<file path="config.mk">
export PLATFORM = sky130hd
export DESIGN_NAME = inst_fetch_unit_flat
export DESIGN_NICKNAME = d
export VERILOG_FILES = /design/src/rtl/inst_fetch_unit_if.sv /design/src/rtl/inst_fetch_unit.sv /design/src/flat_wrapper.sv
export SDC_FILE = /design/constraint.sdc
export NUM_CORES = 1
export LEC_CHECK = 0
export CAP_MARGIN = 30
export CORE_MARGIN = 8
export CORE_UTILIZATION = 35
export CTS_BUF_LIST = sky130_fd_sc_hd__clkbuf_4 sky130_fd_sc_hd__clkbuf_8
export CTS_CLUSTER_DIAMETER = 80
export DETAILED_ROUTE_END_ITERATION = 10
export PLACE_DENSITY_LB_ADDON = 0.12
export SLEW_MARGIN = 40
export SYNTH_ARGS = -nofsm -noshare
export SYNTH_HDL_FRONTEND = slang
export SYNTH_SLANG_ARGS = --single-unit
</file>
<file path="constraint.sdc">
create_clock -name clk -period 5.2 [get_ports clk]
set_input_delay 1.04 -clock clk [delete_from_list [all_inputs] [get_ports clk]]
set_output_delay 1.04 -clock clk [all_outputs]
set_load 0.02 [all_outputs]
</file>
<file path="src/rtl/inst_fetch_unit_if.sv">
`default_nettype none
// ============================================================================
//  Module      : inst_fetch_unit_if
//  Description : PC / instruction bus between the control FSM plus instruction
//                memory (master side) and the instruction fetch unit (slave
//                side).
//  Revision    : 1.0  initial release
// ============================================================================
interface inst_fetch_unit_if;
  logic        fetch_start;
  logic        pc_write;
  logic [1:0]  pc_src;
  logic [31:0] branch_offset;
  logic [31:0] inst_in;
  logic [31:0] pc_out;
  logic [31:0] ir;
  logic        ir_valid;
  logic [31:0] pc_plus4;
  logic        busy;
  logic        fault;

  // Control FSM and instruction memory drive requests and the fetched word.
  modport master (
    output fetch_start, pc_write, pc_src, branch_offset, inst_in,
    input  pc_out, ir, ir_valid, pc_plus4, busy, fault
  );

  // Fetch unit owns the PC and the instruction register.
  modport slave (
    input  fetch_start, pc_write, pc_src, branch_offset, inst_in,
    output pc_out, ir, ir_valid, pc_plus4, busy, fault
  );
endinterface
`default_nettype wire

</file>
<file path="src/rtl/inst_fetch_unit.sv">
`default_nettype none
// ============================================================================
//  Module      : inst_fetch_unit
//  Description : Multicycle-CPU instruction fetch unit. Owns the PC, presents
//                it to instruction memory for one settle cycle (ADDR), then
//                captures the returned word into IR (LATCH). Misaligned
//                fetches load NOP_WORD and set a sticky fault flag.
//                Optional macro IFU_RANGE_CHECK_EN: also fault any fetch
//                outside the 64-word instruction memory (pc[31:8] != 0).
//  Revision    : 1.0  initial release
// ============================================================================
module inst_fetch_unit #(
  parameter logic [31:0] RESET_PC = 32'd100,
  parameter logic [31:0] NOP_WORD = 32'h0000_0000
) (
  input  logic              clk,
  input  logic              rst,
  inst_fetch_unit_if.slave  bus
);

  localparam logic [1:0] S_IDLE  = 2'd0;
  localparam logic [1:0] S_ADDR  = 2'd1;
  localparam logic [1:0] S_LATCH = 2'd2;

  logic [1:0]  state;
  logic [31:0] pc;
  logic [31:0] ir_q;
  logic [31:0] pc_plus4_q;
  logic        ir_valid_q;
  logic        fault_q;

  logic [31:0] next_pc;
  logic        fetch_bad;

  // Next-PC candidate for a pc_write; relative to the last fetch, not the PC.
  always_comb begin
    next_pc = pc;
    case (bus.pc_src)
      2'b00:   next_pc = pc_plus4_q;
      2'b01:   next_pc = pc_plus4_q + (bus.branch_offset << 2);
      2'b10:   next_pc = {pc_plus4_q[31:28], ir_q[25:0], 2'b00};
      default: next_pc = pc;
    endcase
  end

  // PC cannot change outside IDLE, so checking it during LATCH is the same
  // as checking the address presented in ADDR.
  always_comb begin
`ifdef IFU_RANGE_CHECK_EN
    fetch_bad = (pc[1:0] != 2'b00) || (pc[31:8] != 24'd0);
`else
    fetch_bad = (pc[1:0] != 2'b00);
`endif
  end

  // Fetch sequencer, PC update and IR capture.
  always_ff @(posedge clk) begin
    if (rst) begin
      state      <= S_IDLE;
      pc         <= RESET_PC;
      ir_q       <= 32'd0;
      pc_plus4_q <= 32'd0;
      ir_valid_q <= 1'b0;
      fault_q    <= 1'b0;
    end else begin
      case (state)
        S_IDLE: begin
          // A simultaneous pc_write and fetch_start fetch from the new PC.
          if (bus.pc_write) begin
            pc         <= next_pc;
            ir_valid_q <= 1'b0;
          end
          if (bus.fetch_start) begin
            state      <= S_ADDR;
            ir_valid_q <= 1'b0;
          end
        end
        S_ADDR: begin
          state <= S_LATCH;
        end
        S_LATCH: begin
          ir_q       <= fetch_bad ? NOP_WORD : bus.inst_in;
          pc_plus4_q <= pc + 32'd4;
          ir_valid_q <= 1'b1;
          if (fetch_bad) begin
            fault_q <= 1'b1;
          end
          state <= S_IDLE;
        end
        default: begin
          state <= S_IDLE;
        end
      endcase
    end
  end

  assign bus.pc_out   = pc;
  assign bus.ir       = ir_q;
  assign bus.ir_valid = ir_valid_q;
  assign bus.pc_plus4 = pc_plus4_q;
  assign bus.busy     = (state != S_IDLE);
  assign bus.fault    = fault_q;

endmodule
`default_nettype wire

</file>
<file path="src/flat_wrapper.sv">
// flat-port wrapper written by rule: the top's interface ports become plain ports
module inst_fetch_unit_flat 
#(
  parameter logic [31:0] RESET_PC = 32'd100,
  parameter logic [31:0] NOP_WORD = 32'h0000_0000
)
  (clk, rst, bus_fetch_start, bus_pc_write, bus_pc_src, bus_branch_offset, bus_inst_in, bus_pc_out, bus_ir, bus_ir_valid, bus_pc_plus4, bus_busy, bus_fault);
  inst_fetch_unit_if bus_i ();
  input  logic clk;
  input  logic rst;
  input wire logic [$bits(bus_i.fetch_start)-1:0] bus_fetch_start;
  input wire logic [$bits(bus_i.pc_write)-1:0] bus_pc_write;
  input wire logic [$bits(bus_i.pc_src)-1:0] bus_pc_src;
  input wire logic [$bits(bus_i.branch_offset)-1:0] bus_branch_offset;
  input wire logic [$bits(bus_i.inst_in)-1:0] bus_inst_in;
  output wire logic [$bits(bus_i.pc_out)-1:0] bus_pc_out;
  output wire logic [$bits(bus_i.ir)-1:0] bus_ir;
  output wire logic [$bits(bus_i.ir_valid)-1:0] bus_ir_valid;
  output wire logic [$bits(bus_i.pc_plus4)-1:0] bus_pc_plus4;
  output wire logic [$bits(bus_i.busy)-1:0] bus_busy;
  output wire logic [$bits(bus_i.fault)-1:0] bus_fault;
  assign bus_i.fetch_start = bus_fetch_start;
  assign bus_i.pc_write = bus_pc_write;
  assign bus_i.pc_src = bus_pc_src;
  assign bus_i.branch_offset = bus_branch_offset;
  assign bus_i.inst_in = bus_inst_in;
  assign bus_pc_out = bus_i.pc_out;
  assign bus_ir = bus_i.ir;
  assign bus_ir_valid = bus_i.ir_valid;
  assign bus_pc_plus4 = bus_i.pc_plus4;
  assign bus_busy = bus_i.busy;
  assign bus_fault = bus_i.fault;
  inst_fetch_unit #(.RESET_PC(RESET_PC), .NOP_WORD(NOP_WORD)) u_core (.clk(clk), .rst(rst), .bus(bus_i));
endmodule
</file>
==> results.md, run 1 <==
- All-layer global routing usage: 19.4%
- Slowest stage cell, crit path: fa_1
- Setup Fix Bufs, Post-CTS: 0
- Post-synth EDFFs: 0
- Final hold slack: 467 ps
- Post-synth cell types: 65
- Initial antenna violation count: 0
- Num CTS Buffers: 9
- Pre-CTS WS: 1220 ps
- Switching power: 0.609 mW
- Worst Setup End Kind: register
- # fillers: 1,854
- Critical Path AT: 3900 ps
- RSZ-0062 raised after global routing: false
- Final TNS setup: 0 ps
- Max Cap Violations: 0
- Most common cell after layout, fill and taps aside: clkdlybuf4s50_1
- Final Hold Viols: 0
- Crit Path Max Fanout: 4
- Clk pwr share: 26.1%
- Share of cells above drive strength 1: 4.94%
- DIE AREA: 0.0224 mm^2
- Vias: 6,318
- Post-synthesis instance total: 794
- YS warnings: 0
- Hold_sp: u_core.bus.fault
- Antenna diodes: 0
- TritonRoute pass-1 iters: 5
- Post-CTS sizing: 0
- Row count: 49
- Mapped cell area: 0.00626 mm^2
- WS Path Type: input port to register
- CP startpoint kind: input port
- Period utilisation layout: 69.9%
- Die width: 150 um
- Main synth FF type: dfxtp_1
- Post-synthesis net count: 898
- DR WL/cell: 19.1 um
- Top cell by count, worst path: o21ai_1
- Post-synthesis sequential area ratio: 32.0%
- Hold WC Path Type: register to register
- # DRC: 0
- Critical Path RT: 5470 ps
- Largest net degree at the start of global routing: 56
- Total number of H-tree levels: 3
- Area occupied by multi-input gates: 0.00402 mm^2
- Status: finished, final reports clean
- Port buffer count: 166
- Switch share: 33.0%
- Worst slew margin: 51.4%
- Vias per cell: 5.45
- Largest delay share family, worst path: compound AO/OA/AOI/OAI gates
- Total gr overflow: 0
- Detail Route Antenna Nets: 0
- Area Growth Syn to Fin: 31.8%
- Fmax: 275 MHz
- Avg Cell Area, Syn: 7.89 um^2
- Reg clk slew, reported paths: 90 ps
- Routability cong.: 0.842
- Highest-count cells in the layout ignoring fill and taps: 165 x clkdlybuf4s50_1, 100 x dfxtp_1, 94 x nor2_1, 75 x nand2_1, 60 x a21oi_1
- Setup-failing EPs final: 0
- Hold Path Sink: u_core.bus.fault
- CTS tree: done
- DP HPWL: 16,600 um
- Max Slew Vio Count: 0
- Layout net count: 1,031
- Clock Latency Late Sink: 380 ps
- VDD IR max: 0.138 mV
- Slowest Stage Delay on Critical Path: 430 ps
- Vias in the first global route: 5,954
- Clock tree buffer depth: 2
- Worst R2R End: u_core.bus.pc_out[16]
- Die span in y: 150 um
- I/O pin cnt: 169
- Clk root buf: clkbuf_8
- Seq pwr share: 46.5%
- Final setup skew: 11.0 ps
- Power Density: 223 mW/mm^2
- Internal Power: 1.24 mW
- Hold path cells: 2
- Storage cell area: 0.00200 mm^2
- Worst-Margin Slew: 729 ps
- Lkg Pwr: 2.92 nW
- Core footprint: 0.0178 mm^2
- R2R setup slack: 2250 ps
- Comb pwr share: 27.4%
- CTS sink count: 100
- DRT iter0 DRCs: 417
- Worst r2r src: u_core.bus.pc_plus4[2]
- Synth Register Bits: 100
- WL final: 22,100 um
- Final worst slack: 1570 ps
- Post-synth ARST share: 0%
- Min Clock Period, post-route: 3630 ps
- CP Cell Sequence: clkdlybuf4s50_1 -> ha_1 -> fa_1 -> a211oi_1 -> o21ai_1 -> nand3b_1 -> o21ai_1 -> a21oi_1 -> xnor2_1 -> a221oi_1 -> a2111oi_0
- Reg2Reg Depth: 10
- Hold Buf Count CTS: 0
- Initial core utilization: 35.2%
- WP buf/inv: 1
- First-pass GRT wire length: 34,300 um
metal layers:
metal  up-vias  routed length, um  track usage [%]
met2       158               9390             28.7
met1      2940              10800             27.2
met3        19               1640             5.05
met4         0                273             5.55
met5         -                  0                0
li1       3201                  -                -
through the flow:
stage	area (um^2)	total power [mW]	util [%]	cells
global route	8260	1.94	46.4	1160
global placement	8070	1.38	45.4	1145
CTS	8260	1.86	46.4	1160
floorplan	6260	1.16	-	794
detailed placement	8080	1.38	45.4	1145
finish	8260	1.84	46.4	1160
final cells by class:
type,instances,area share (%)
Sequential cell,100,24.2
Tap cell,229,3.47
Inverter,13,0.591
Clock inverter,2,0.121
Timing Repair Buffer,174,20.8
Multi-Input combinational cell,629,48.7
Clock buffer,13,2.02
Yosys cell counts, types with 7 or more instances:
master,number,share of area (%)
clkbuf_1,37,2.2
nand3_1,28,2.2
o21ai_0,41,3.3
ha_1,33,6.6
or3_1,7,0.70
nor2b_1,15,1.5
a21o_1,11,1.3
nand4_1,12,1.2
inv_1,13,0.78
a211oi_1,29,3.5
a21oi_1,60,4.8
xor2_1,21,2.9
xnor2_1,18,2.5
o211ai_1,12,1.4
dfxtp_1,100,32
nand3b_1,7,0.84
buf_1,7,0.42
nor3_1,13,1.0
a22oi_1,39,4.7
a311oi_1,10,1.4
nand2_1,75,4.5
and3_1,8,0.80
nor2_1,95,5.7
o32ai_1,9,1.3
cell families after synthesis:
kind of cell    count (synthesis)  synth area share, %
compound gates                252                 26.8
xor+xnor                       39                 5.45
fa+ha+maj                      34                 6.91
buf+inv                        65                 4.18
flops                         100                 32.0
mux                             1                0.160
simple gates                  303                 24.5
sequential cells by signal, indices dropped and copies added (netlist names):
register	count
u_core.bus.ir	32
u_core.bus.pc_out	32
u_core.state	2
u_core.bus.fault	1
u_core.bus.ir_valid	1
u_core.bus.pc_plus4	32
power groups by stage:
stage          Combinational, mW  Clock [mW]  Sequential [mW]
2_1_floorplan              0.261           0            0.901
4_1_cts                    0.505       0.496            0.858
3_3_place_gp               0.502           0            0.875
6_report                   0.505       0.481            0.858
3_5_place_dp               0.502           0            0.875
5_1_grt                    0.550       0.522            0.865
worst max path at each step:
stage                              start                    end  slack (ps)  cells after the start
floorplan           bus_branch_offset[0]  u_core.bus.pc_out[12]        2120                     10
detailed placement  bus_branch_offset[0]  u_core.bus.pc_out[16]        1220                     11
finish              bus_branch_offset[0]  u_core.bus.pc_out[16]        1570                     11
global route        bus_branch_offset[0]  u_core.bus.pc_out[16]        1230                     11
CTS                 bus_branch_offset[0]  u_core.bus.pc_out[16]        1620                     11
global placement    bus_branch_offset[0]  u_core.bus.pc_out[16]        1270                     11
worst min-delay path: stages, from the launching register on:
cell and delay [ps]:
dfxtp_1 320, inv_1 50, a21oi_1 50
(Power assumes the default switching activity.)
==> run 2: changes to the inputs <==
==> constraint.sdc (replaced) <==
create_clock -name clk -period 3.1 [get_ports clk]
set_input_delay 0.62 -clock clk [delete_from_list [all_inputs] [get_ports clk]]
set_output_delay 0.62 -clock clk [all_outputs]
set_load 0.02 [all_outputs]
==> results.md, run 2 (same netlist as run 1, synthesis figures left out) <==
- Status: finished, final reports clean
- Clk root buf: clkbuf_8
- Row count: 49 (unchanged)
- Final TNS setup: 0 ps (unchanged)
- First-pass GRT wire length: 35,700 um (+3.9%)
- Most common cell after layout, fill and taps aside: clkdlybuf4s50_1
- Final setup skew: 15.8 ps (+4.82 ps)
- Area Growth Syn to Fin: 41.3%
- Max Cap Violations: 0 (unchanged)
- Core footprint: 0.0178 mm^2 (unchanged)
- Vias: 6,712 (+6.2%)
- # fillers: 1,757 (-5.2%)
- Clk pwr share: 28.6% (+2.5 points)
- Final Hold Viols: 0 (unchanged)
- Worst slew margin: 60.0% (+8.6 points)
- Reg clk slew, reported paths: 120 ps (+30 ps)
- Layout net count: 1,102 (+6.9%)
- Share of cells above drive strength 1: 11.9% (+6.9 points)
- Placed insts: 1,216 (+6.2%)
- Num CTS Buffers: 9 (unchanged)
- Vias in the first global route: 6,360 (+6.8%)
- Switching power: 1.13 mW (+86%)
- Clock Latency Late Sink: 400 ps (+20 ps)
- DRT iter0 DRCs: 435 (+4.3%)
- VDD IR max: 0.231 mV (+67%)
- Hold Buf Count CTS: 0 (unchanged)
- Setup-failing EPs final: 0 (unchanged)
- All-layer global routing usage: 20.1% (+0.67 points)
- Hold WC Path Type: register to register
- I/O pin cnt: 169 (unchanged)
- R2R setup slack: 460 ps (-1790 ps)
- Total gr overflow: 0 (unchanged)
- Setup Fix Bufs, Post-CTS: 0 (unchanged)
- Internal Power: 2.20 mW (+78%)
- CP endpoint: u_core.bus.pc_out[16]
- Antenna diodes: 0 (unchanged)
- Critical Path RT: 3380 ps (-2090 ps)
- Worst Setup End Kind: register
- CP startpoint kind: input port
- Switch share: 34.0% (+0.97 points)
- Reg2Reg Depth: 10 (unchanged)
- DR WL/cell: 18.6 um (-2.4%)
- Period utilisation layout: 92.8%
- Detail Route Antenna Nets: 0 (unchanged)
- Comb pwr share: 28.2% (+0.8 points)
- TritonRoute pass-1 iters: 6 (+1)
- Crit Path Max Fanout: 4 (unchanged)
- Highest-count cells in the layout ignoring fill and taps: 165 x clkdlybuf4s50_1, 100 x dfxtp_1, 95 x nor2_1, 78 x buf_4, 75 x nand2_1
- Clock tree buffer depth: 2 (unchanged)
- DIE AREA: 0.0224 mm^2 (unchanged)
- Max Slew Vio Count: 0 (unchanged)
- Fmax: 348 MHz
- Die span in y: 150 um (unchanged)
- Critical Path AT: 3160 ps (-740 ps)
- Lkg Pwr: 3.29 nW (+13%)
- Min Clock Period, post-route: 2880 ps
- Initial antenna violation count: 0 (unchanged)
- Worst setup startpoint: bus_branch_offset[0]
- Routability cong.: 0.875 (+3.9%)
- CTS sink count: 100 (unchanged)
- Seq pwr share: 43.2% (-3.3 points)
- DP HPWL: 17,300 um (+4.0%)
- Die width: 150 um (unchanged)
- Worst-Margin Slew: 600 ps (-129 ps)
- CTS tree: done
- Port buffer count: 166 (unchanged)
- WL final: 22,900 um (+3.7%)
- RSZ-0062 raised after global routing: false
- Total number of H-tree levels: 3 (unchanged)
- Initial core utilization: 35.2% (unchanged)
- Worst r2r src: u_core.bus.pc_plus4[2]
- Worst R2R End: u_core.bus.pc_out[16]
- Vias per cell: 5.45 (about the same)
- # DRC: 0 (unchanged)
- Non-filler cells, final: 1,232 (+6.2%)
- WS Path Type: input port to register
- Power Density: 376 mW/mm^2 (+68%)
- Largest net degree at the start of global routing: 101 (+80%)
==> run 2: cell count changes in the layout (fill, tap and decap cells not counted), sizes merged <==
cell / delta
clkinv: -1
inv: +5
clkbuf: -4
buf: +71
bufinv: +1
==> run 2: critical path, stage by stage <==
cell	delay, ps
clkdlybuf4s50_1	410
ha_1	220
fa_1	410
a211oi_2	260
o21ai_2	150
nand3b_1	120
o21ai_1	110
a21oi_1	230
xnor2_1	160
a221oi_1	100
a2111oi_0	360
==> run 2: worst min path at each step <==
stage / from / to / cells after the start
after floorplan: u_core.state[1] / u_core.state[1] / 1
after global placement: u_core.bus.fault / u_core.bus.fault / 2
after detailed placement: u_core.bus.fault / u_core.bus.fault / 2
after CTS: u_core.bus.fault / u_core.bus.fault / 2
after global routing: u_core.bus.fault / u_core.bus.fault / 2
final: u_core.bus.fault / u_core.bus.fault / 2
==> run 2: area by class of cell <==
type	instances	area [um^2]	area share, %
sequential	100	2000	22.6
clock buffer	9	124	1.40
inverter	13	48.8	0.551
multi-input combinational	629	4020	45.4
tap	229	287	3.24
clock inverter	7	90.1	1.02
timing repair buffer	245	2280	25.7
==> run 2: power groups by stage <==
stage | Combinational [mW] | Sequential (mW) | Clock, mW
finish | 0.938 | 1.44 | 0.950
global route | 1.03 | 1.45 | 1.02
CTS | 0.939 | 1.44 | 0.975
detailed placement | 0.933 | 1.47 | 0
global placement | 0.933 | 1.47 | 0
floorplan | 0.437 | 1.51 | 0
==> run 2: what timing repair did <==
action	in CTS	in global routing
hold endpoints to repair	0	0
gates resized for setup	0	2
endpoints found under the setup margin	0	4
==> run 2: metal layers <==
layer | track usage, % | share of wire (%) | up-vias
met5 | 0 | 0 | -
met4 | 4.50 | 1.4 | 0
met3 | 6.47 | 8.8 | 17
met2 | 28.8 | 42 | 231
met1 | 28.6 | 48 | 3133
li1 | - | - | 3331
==> run 2: through the flow <==
step | setup WS, ps | util [%] | instance area, um^2 | hold WS (ps) | power (mW)
final | 222 | 49.8 | 8850 | 468 | 3.33
after floorplan | 444 | - | 6260 | 428 | 1.95
after detailed placement | -262 | 48.5 | 8630 | 444 | 2.40
after CTS | 115 | 49.7 | 8840 | 464 | 3.35
after global placement | -234 | 48.5 | 8630 | 436 | 2.40
after global routing | 17.8 | 49.8 | 8850 | 487 | 3.50
==> run 3: changes to the inputs <==
--- a/config.mk
+++ b/config.mk
@@ -5,6 +5,7 @@
 export SDC_FILE = /design/constraint.sdc
 export NUM_CORES = 1
 export LEC_CHECK = 0
+export ABC_CLOCK_PERIOD_IN_PS = 3100
 export CAP_MARGIN = 30
 export CORE_MARGIN = 8
 export CORE_UTILIZATION = 35
==> results of run 3 <==
Final layout, timing and power as in run 2 (identical DEF).
